$ cat src/rtl/game_state_ctrl.sv
// -----------------------------------------------------------------------------
// game_state_ctrl
// Top-level game flow controller: TITLE -> PLAYER_TURN -> DODGE -> (PLAYER_TURN
// or END) -> TITLE. Counts dodge rounds, times each round in frame ticks and
// flags a win once MAX_ROUNDS rounds have been survived. Buttons are
// edge-detected here, and a button held through reset release is ignored until
// it has been released once.
// -----------------------------------------------------------------------------
module game_state_ctrl #(
    parameter int unsigned DODGE_FRAMES = 300,  // frame ticks per dodge round (1..1023)
    parameter int unsigned MAX_ROUNDS   = 8     // rounds survived for a win (1..255)
) (
    input  logic       Pclk,
    input  logic       rst_n,
    input  logic       frame_tick,
    input  logic       btn_start,
    input  logic       btn_select,
    input  logic       character_alive,
    output logic [1:0] state_game,
    output logic [9:0] frames_left,
    output logic [7:0] round_count,
    output logic       game_won,
    output logic       bullets_en
);

    // State encoding is visible on state_game, so it is fixed rather than one-hot.
    localparam logic [1:0] ST_TITLE  = 2'd0;
    localparam logic [1:0] ST_PLAYER = 2'd1;
    localparam logic [1:0] ST_DODGE  = 2'd2;
    localparam logic [1:0] ST_END    = 2'd3;

    localparam logic [9:0] DODGE_LOAD   = DODGE_FRAMES[9:0];
    localparam logic [7:0] MAX_ROUNDS_C = MAX_ROUNDS[7:0];

    // Saturating 8-bit increment used for the round counter.
    function automatic logic [7:0] sat_inc8(input logic [7:0] value);
        logic [7:0] result;
        if (value == 8'hFF) begin
            result = 8'hFF;
        end else begin
            result = value + 8'd1;
        end
        return result;
    endfunction

    // ------------------------------------------------------------------
    // Button edge detection
    // ------------------------------------------------------------------
    logic btn_start_d_r;
    logic btn_select_d_r;
    // Arm flags: a button only counts once it has been seen low after reset,
    // so a button held across reset release cannot fake a press.
    logic start_arm_r;
    logic select_arm_r;
    logic start_press_s;
    logic select_press_s;

    // Register previous button levels and track release-since-reset.
    always_ff @(posedge Pclk or negedge rst_n) begin
        if (!rst_n) begin
            btn_start_d_r  <= 1'b0;
            btn_select_d_r <= 1'b0;
            start_arm_r    <= 1'b0;
            select_arm_r   <= 1'b0;
        end else begin
            btn_start_d_r  <= btn_start;
            btn_select_d_r <= btn_select;
            start_arm_r    <= start_arm_r | ~btn_start;
            select_arm_r   <= select_arm_r | ~btn_select;
        end
    end

    // Single-cycle press strobes from rising edges of armed buttons.
    always_comb begin
        start_press_s  = btn_start  & ~btn_start_d_r  & start_arm_r;
        select_press_s = btn_select & ~btn_select_d_r & select_arm_r;
    end

    // ------------------------------------------------------------------
    // Dodge-round events
    // ------------------------------------------------------------------
    logic [1:0] state_r;
    logic [1:0] state_nxt_s;
    logic [9:0] frames_left_r;
    logic [9:0] frames_nxt_s;
    logic [7:0] round_count_r;
    logic [7:0] round_nxt_s;
    logic       game_won_r;
    logic       won_nxt_s;

    logic       death_s;       // player died this cycle while dodging
    logic       tick_dec_s;    // frame tick consumed by the round timer
    logic       round_done_s;  // timer reaching zero with the player alive
    logic [7:0] round_inc_s;   // round count after a completed round
    logic       win_s;         // completed round reaches the win target

    // Derive death, tick and round-completion events; death masks the tick.
    always_comb begin
        death_s      = (state_r == ST_DODGE) & ~character_alive;
        tick_dec_s   = (state_r == ST_DODGE) & character_alive & frame_tick
                       & (frames_left_r != 10'd0);
        round_done_s = tick_dec_s & (frames_left_r == 10'd1);
        round_inc_s  = sat_inc8(round_count_r);
        win_s        = (round_inc_s == MAX_ROUNDS_C);
    end

    // ------------------------------------------------------------------
    // FSM: state register
    // ------------------------------------------------------------------
    // Hold the game state; reset lands in TITLE.
    always_ff @(posedge Pclk or negedge rst_n) begin
        if (!rst_n) begin
            state_r <= ST_TITLE;
        end else begin
            state_r <= state_nxt_s;
        end
    end

    // ------------------------------------------------------------------
    // FSM: next-state logic
    // ------------------------------------------------------------------
    // Each state reacts only to the button or event it owns.
    always_comb begin
        state_nxt_s = state_r;
        case (state_r)
            ST_TITLE: begin
                if (start_press_s) begin
                    state_nxt_s = ST_PLAYER;
                end else begin
                    state_nxt_s = ST_TITLE;
                end
            end
            ST_PLAYER: begin
                if (select_press_s) begin
                    state_nxt_s = ST_DODGE;
                end else begin
                    state_nxt_s = ST_PLAYER;
                end
            end
            ST_DODGE: begin
                if (death_s) begin
                    state_nxt_s = ST_END;
                end else if (round_done_s) begin
                    if (win_s) begin
                        state_nxt_s = ST_END;
                    end else begin
                        state_nxt_s = ST_PLAYER;
                    end
                end else begin
                    state_nxt_s = ST_DODGE;
                end
            end
            ST_END: begin
                if (start_press_s) begin
                    state_nxt_s = ST_TITLE;
                end else begin
                    state_nxt_s = ST_END;
                end
            end
            default: begin
                state_nxt_s = ST_TITLE;
            end
        endcase
    end

    // ------------------------------------------------------------------
    // FSM: output (datapath next-value) logic
    // ------------------------------------------------------------------
    // Compute next timer, round count and win flag alongside the transitions.
    always_comb begin
        frames_nxt_s = frames_left_r;
        round_nxt_s  = round_count_r;
        won_nxt_s    = game_won_r;
        case (state_r)
            ST_TITLE: begin
                if (start_press_s) begin
                    round_nxt_s = 8'd0;
                    won_nxt_s   = 1'b0;
                end else begin
                    round_nxt_s = round_count_r;
                    won_nxt_s   = game_won_r;
                end
            end
            ST_PLAYER: begin
                if (select_press_s) begin
                    frames_nxt_s = DODGE_LOAD;
                end else begin
                    frames_nxt_s = frames_left_r;
                end
            end
            ST_DODGE: begin
                if (death_s) begin
                    // Timer freezes and the round is not credited.
                    won_nxt_s = 1'b0;
                end else if (tick_dec_s) begin
                    frames_nxt_s = frames_left_r - 10'd1;
                    if (round_done_s) begin
                        round_nxt_s = round_inc_s;
                        won_nxt_s   = win_s;
                    end else begin
                        round_nxt_s = round_count_r;
                    end
                end else begin
                    frames_nxt_s = frames_left_r;
                end
            end
            ST_END: begin
                if (start_press_s) begin
                    frames_nxt_s = 10'd0;
                end else begin
                    frames_nxt_s = frames_left_r;
                end
            end
            default: begin
                frames_nxt_s = 10'd0;
                round_nxt_s  = 8'd0;
                won_nxt_s    = 1'b0;
            end
        endcase
    end

    // Register the timer, round counter and win flag.
    always_ff @(posedge Pclk or negedge rst_n) begin
        if (!rst_n) begin
            frames_left_r <= 10'd0;
            round_count_r <= 8'd0;
            game_won_r    <= 1'b0;
        end else begin
            frames_left_r <= frames_nxt_s;
            round_count_r <= round_nxt_s;
            game_won_r    <= won_nxt_s;
        end
    end

    // Drive outputs from registers; bullets_en decodes the registered state.
    always_comb begin
        state_game  = state_r;
        frames_left = frames_left_r;
        round_count = round_count_r;
        game_won    = game_won_r;
        bullets_en  = (state_r == ST_DODGE);
    end

endmodule
$ cat config.mk
export PLATFORM = sky130hd
export DESIGN_NAME = game_state_ctrl
export DESIGN_NICKNAME = d
export VERILOG_FILES = /design/src/rtl/game_state_ctrl.sv
export SDC_FILE = /design/constraint.sdc
export NUM_CORES = 1
export LEC_CHECK = 0
export ABC_AREA = 1
export CAP_MARGIN = 15
export CORE_MARGIN = 2
export CORE_UTILIZATION = 52
export CTS_CLUSTER_SIZE = 24
export DETAILED_ROUTE_END_ITERATION = 6
export PLACE_DENSITY = 0.79
export SKIP_CTS_REPAIR_TIMING = 1
export SLEW_MARGIN = 15
export SYNTH_ARGS = -nofsm -noshare
export SYNTH_HDL_FRONTEND = slang
export SYNTH_SLANG_ARGS = --single-unit
export TNS_END_PERCENT = 50
$ cat constraint.sdc
create_clock -name Pclk -period 1.94 [get_ports Pclk]
set_input_delay 0.485 -clock Pclk [delete_from_list [all_inputs] [get_ports Pclk]]
set_output_delay 0.485 -clock Pclk [all_outputs]
set_load 0.05 [all_outputs]
==> summary.txt <==
fin worst setup slack: 0.07999 ns
DR pass1 iterations: 4
Net Sw Power: 1414 µW
Req. time, crit path: 1.45 ns
Max Cap Viol: 0
syn nets: 220
fill count: 254
Leak: 0.0009805 µW
status: completed
routed vias: 1436
Core ar.: 2781 µm²
RSZ-0062 raised after global routing: false
DIE HEIGHT: 58.20 µm
Setup Skew: 0.005712 ns
Inserted Clock Buffers: 3
Yosys reg bits: 25
CP startpoint kind: flop
dominant synthesized flop cell: dfrtp_1
# diodes: 0
Top Layer Used: met4
switching share of power: 53.69%
# setup viols final: 0
number of synthesized flops with an enable pin: 0
DRC Markers: 0
main combinational cell family by area after synthesis: simple AND/OR/NAND/NOR gates
largest net degree at the start of global routing: 26
mux share of post-synthesis cell area: 0%
Ports: 28
clock tree sinks: 25
CP Max Fanout: 13
Compound-Gate Fraction of Synth Area: 9.173%
die area: 3387 µm²
final core occ: 66.31%
Clock Root Buffer: clkbuf_4
met3 wire len: 147 µm
CTS Buffer Depth: 2
Max Freq: 537.6 MHz
Netlist Area Pre-Place: 1528 µm²
first-pass GRT wire length: 5506 µm
Final Hold Vio Count: 0
CTS tree: yes
Crit Path Class: flop to output port
number of global-route vias before repair: 1312
# rows: 19
worst skew pair latency: 0.31 ns
Post-DP HPWL: 2413 µm
simple-gate share of the synthesized area: 35.14%
initial DRC count: 32
Adder-Cell Fraction of Synth Area: 3.276%
Layout area overhead: 20.72%
Yosys cell types: 24
final worst path period need: 1.860 ns
Gate Count Post-Synth: 210
post-synthesis xor/xnor area fraction: 3.440%
wl on met1: 1539 µm
Seq pwr share: 30.9%
Post-Place Worst Slack: -0.05883 ns
gpl congestion: 0.8314
met2 WL: 1397 µm
H-tree levels: 1
gr ovfl total: 0
Register Area: 625.6 µm²
Slew headroom: 79.40%
fin. max-slew vios: 0
sequential share of the synthesized area: 40.95%
Routed WL: 3104 µm
GRT Total Usage: 20.78%
combinational share of power: 60.6%
DR WL/cell: 11.29 µm
Initial Utilization: 54.93%
initial antenna violation count: 0
ys async rst share: 100.0%
area of the multi-input gates: 779.5 µm²
antenna viol nets, final: 0
Sum Neg Setup Slack: 0 ns
Worst Path Arrival: 1.38 ns
Worst VDD drop: 1.067 mV
I/O Buffers: 27
Post-layout nets: 255
Worst-Margin Slew: 0.3091 ns
P_int: 1220 µW
clock share of power: 8.6%
Worst-path clk slew: 0.13 ns
Power Dens Cells: 1428 nW/µm²
Synth Warn #: 0
Crit. End Element: output port
type of the most critical hold path: flop to flop
share of cells above drive strength 1: 17.62%
DIE WIDTH: 58.20 µm
Mean Syn Cell Area: 7.275 µm²
vias per inst: 5.222
Final period util: 95.88%
==> per-stage QoR <==
step / hold slack [ns] / power, µW / area, µm² / cells
after floorplan: 0.1894 / 1952 / 1529 / 210
after global placement: 0.4424 / 2403 / 1817 / 271
after detailed placement: 0.4476 / 2425 / 1817 / 271
after CTS: 0.4806 / 2658 / 1844 / 275
after global routing: 0.5034 / 2847 / 1844 / 275
final: 0.4725 / 2634 / 1844 / 275
==> layout make-up <==
type,count,area share (%)
timing repair buffer,32,14.38
clock inverter,1,0.2714
inverter,28,5.834
multi-input combinational,155,42.27
sequential,25,33.92
clock buffer,3,1.221
tap,31,2.103
==> worst paths after layout <==
check | from | endpoint | slack (ns) | cells past startpoint
min reg2reg | select_arm_r | select_arm_r | 0.47 | 2
min in group asynchronous | rst_n | frames_left[3] | 0.51 | 2
max | state_game[1] | bullets_en | 0.08 | 4
min | select_arm_r | select_arm_r | 0.47 | 2
max reg2reg | round_count[1] | state_game[1] | 0.28 | 10
max in group asynchronous | rst_n | round_count[2] | 1.19 | 2
==> synthesized netlist by cell type, drive strengths merged (3+ instances only) <==
cell    count  area [µm²]
a21oi       4       20.02
dfrtp      25       625.6
ha          4       50.05
inv        28       107.6
nand2      65       254.0
nand3      23       115.1
nand4       3       25.02
nor2       24       112.6
o211ai      3       22.52
o21ai      15       75.07
xor2        4       35.03
==> state kept, by name, indices dropped and copies added, names as in the netlist <==
signal          cells
frames_left        10
btn_start_d_r       1
round_count         8
select_arm_r        1
game_won            1
state_game          2
start_arm_r         1
btn_select_d_r      1
==> kinds of logic after synthesis <==
logic type,count (synthesis)
buf+inv,30
simple gates,120
compound gates,25
xor+xnor,6
flops,25
fa+ha+maj,4
==> layout by cell type (no fill, tap or decap) <==
master	instances
inv_2	1
dfrtp_1	25
ha_1	4
o21ai_0	15
buf_12	1
nand3b_1	1
a21oi_1	4
inv_1	26
nor2_1	21
buf_4	26
nand4_2	1
nand4_1	2
xor2_1	4
o21bai_1	2
clkdlybuf4s50_1	5
o211ai_1	3
clkinv_2	1
nand3_1	23
o31ai_1	1
nand2_2	4
inv_4	1
nand2_1	61
nor3_1	2
clkbuf_4	3
or2_2	2
xnor2_1	2
nor2_4	3
==> power groups by stage <==
stage          sequential, µW  combinational [µW]  clock [µW]
2_1_floorplan            1200                 752           0
3_3_place_gp              823                1580           0
3_5_place_dp              822                1600           0
4_1_cts                   814                1610         239
5_1_grt                   832                1760         258
6_report                  813                1600         225
==> critical path: stages, from the launching register on <==
cell and delay [ns]:
dfrtp_1 0.50, inv_2 0.09, nor2_4 0.10, buf_4 0.22, buf_12 0.16
==> metal layers <==
metal	vias to the layer above	global-route usage (%)
li1	742	-
met1	657	29.04
met2	35	34.74
met3	2	2.679
met4	0	4.319
met5	-	0
Note: power is estimated with default switching activity, not from simulation.
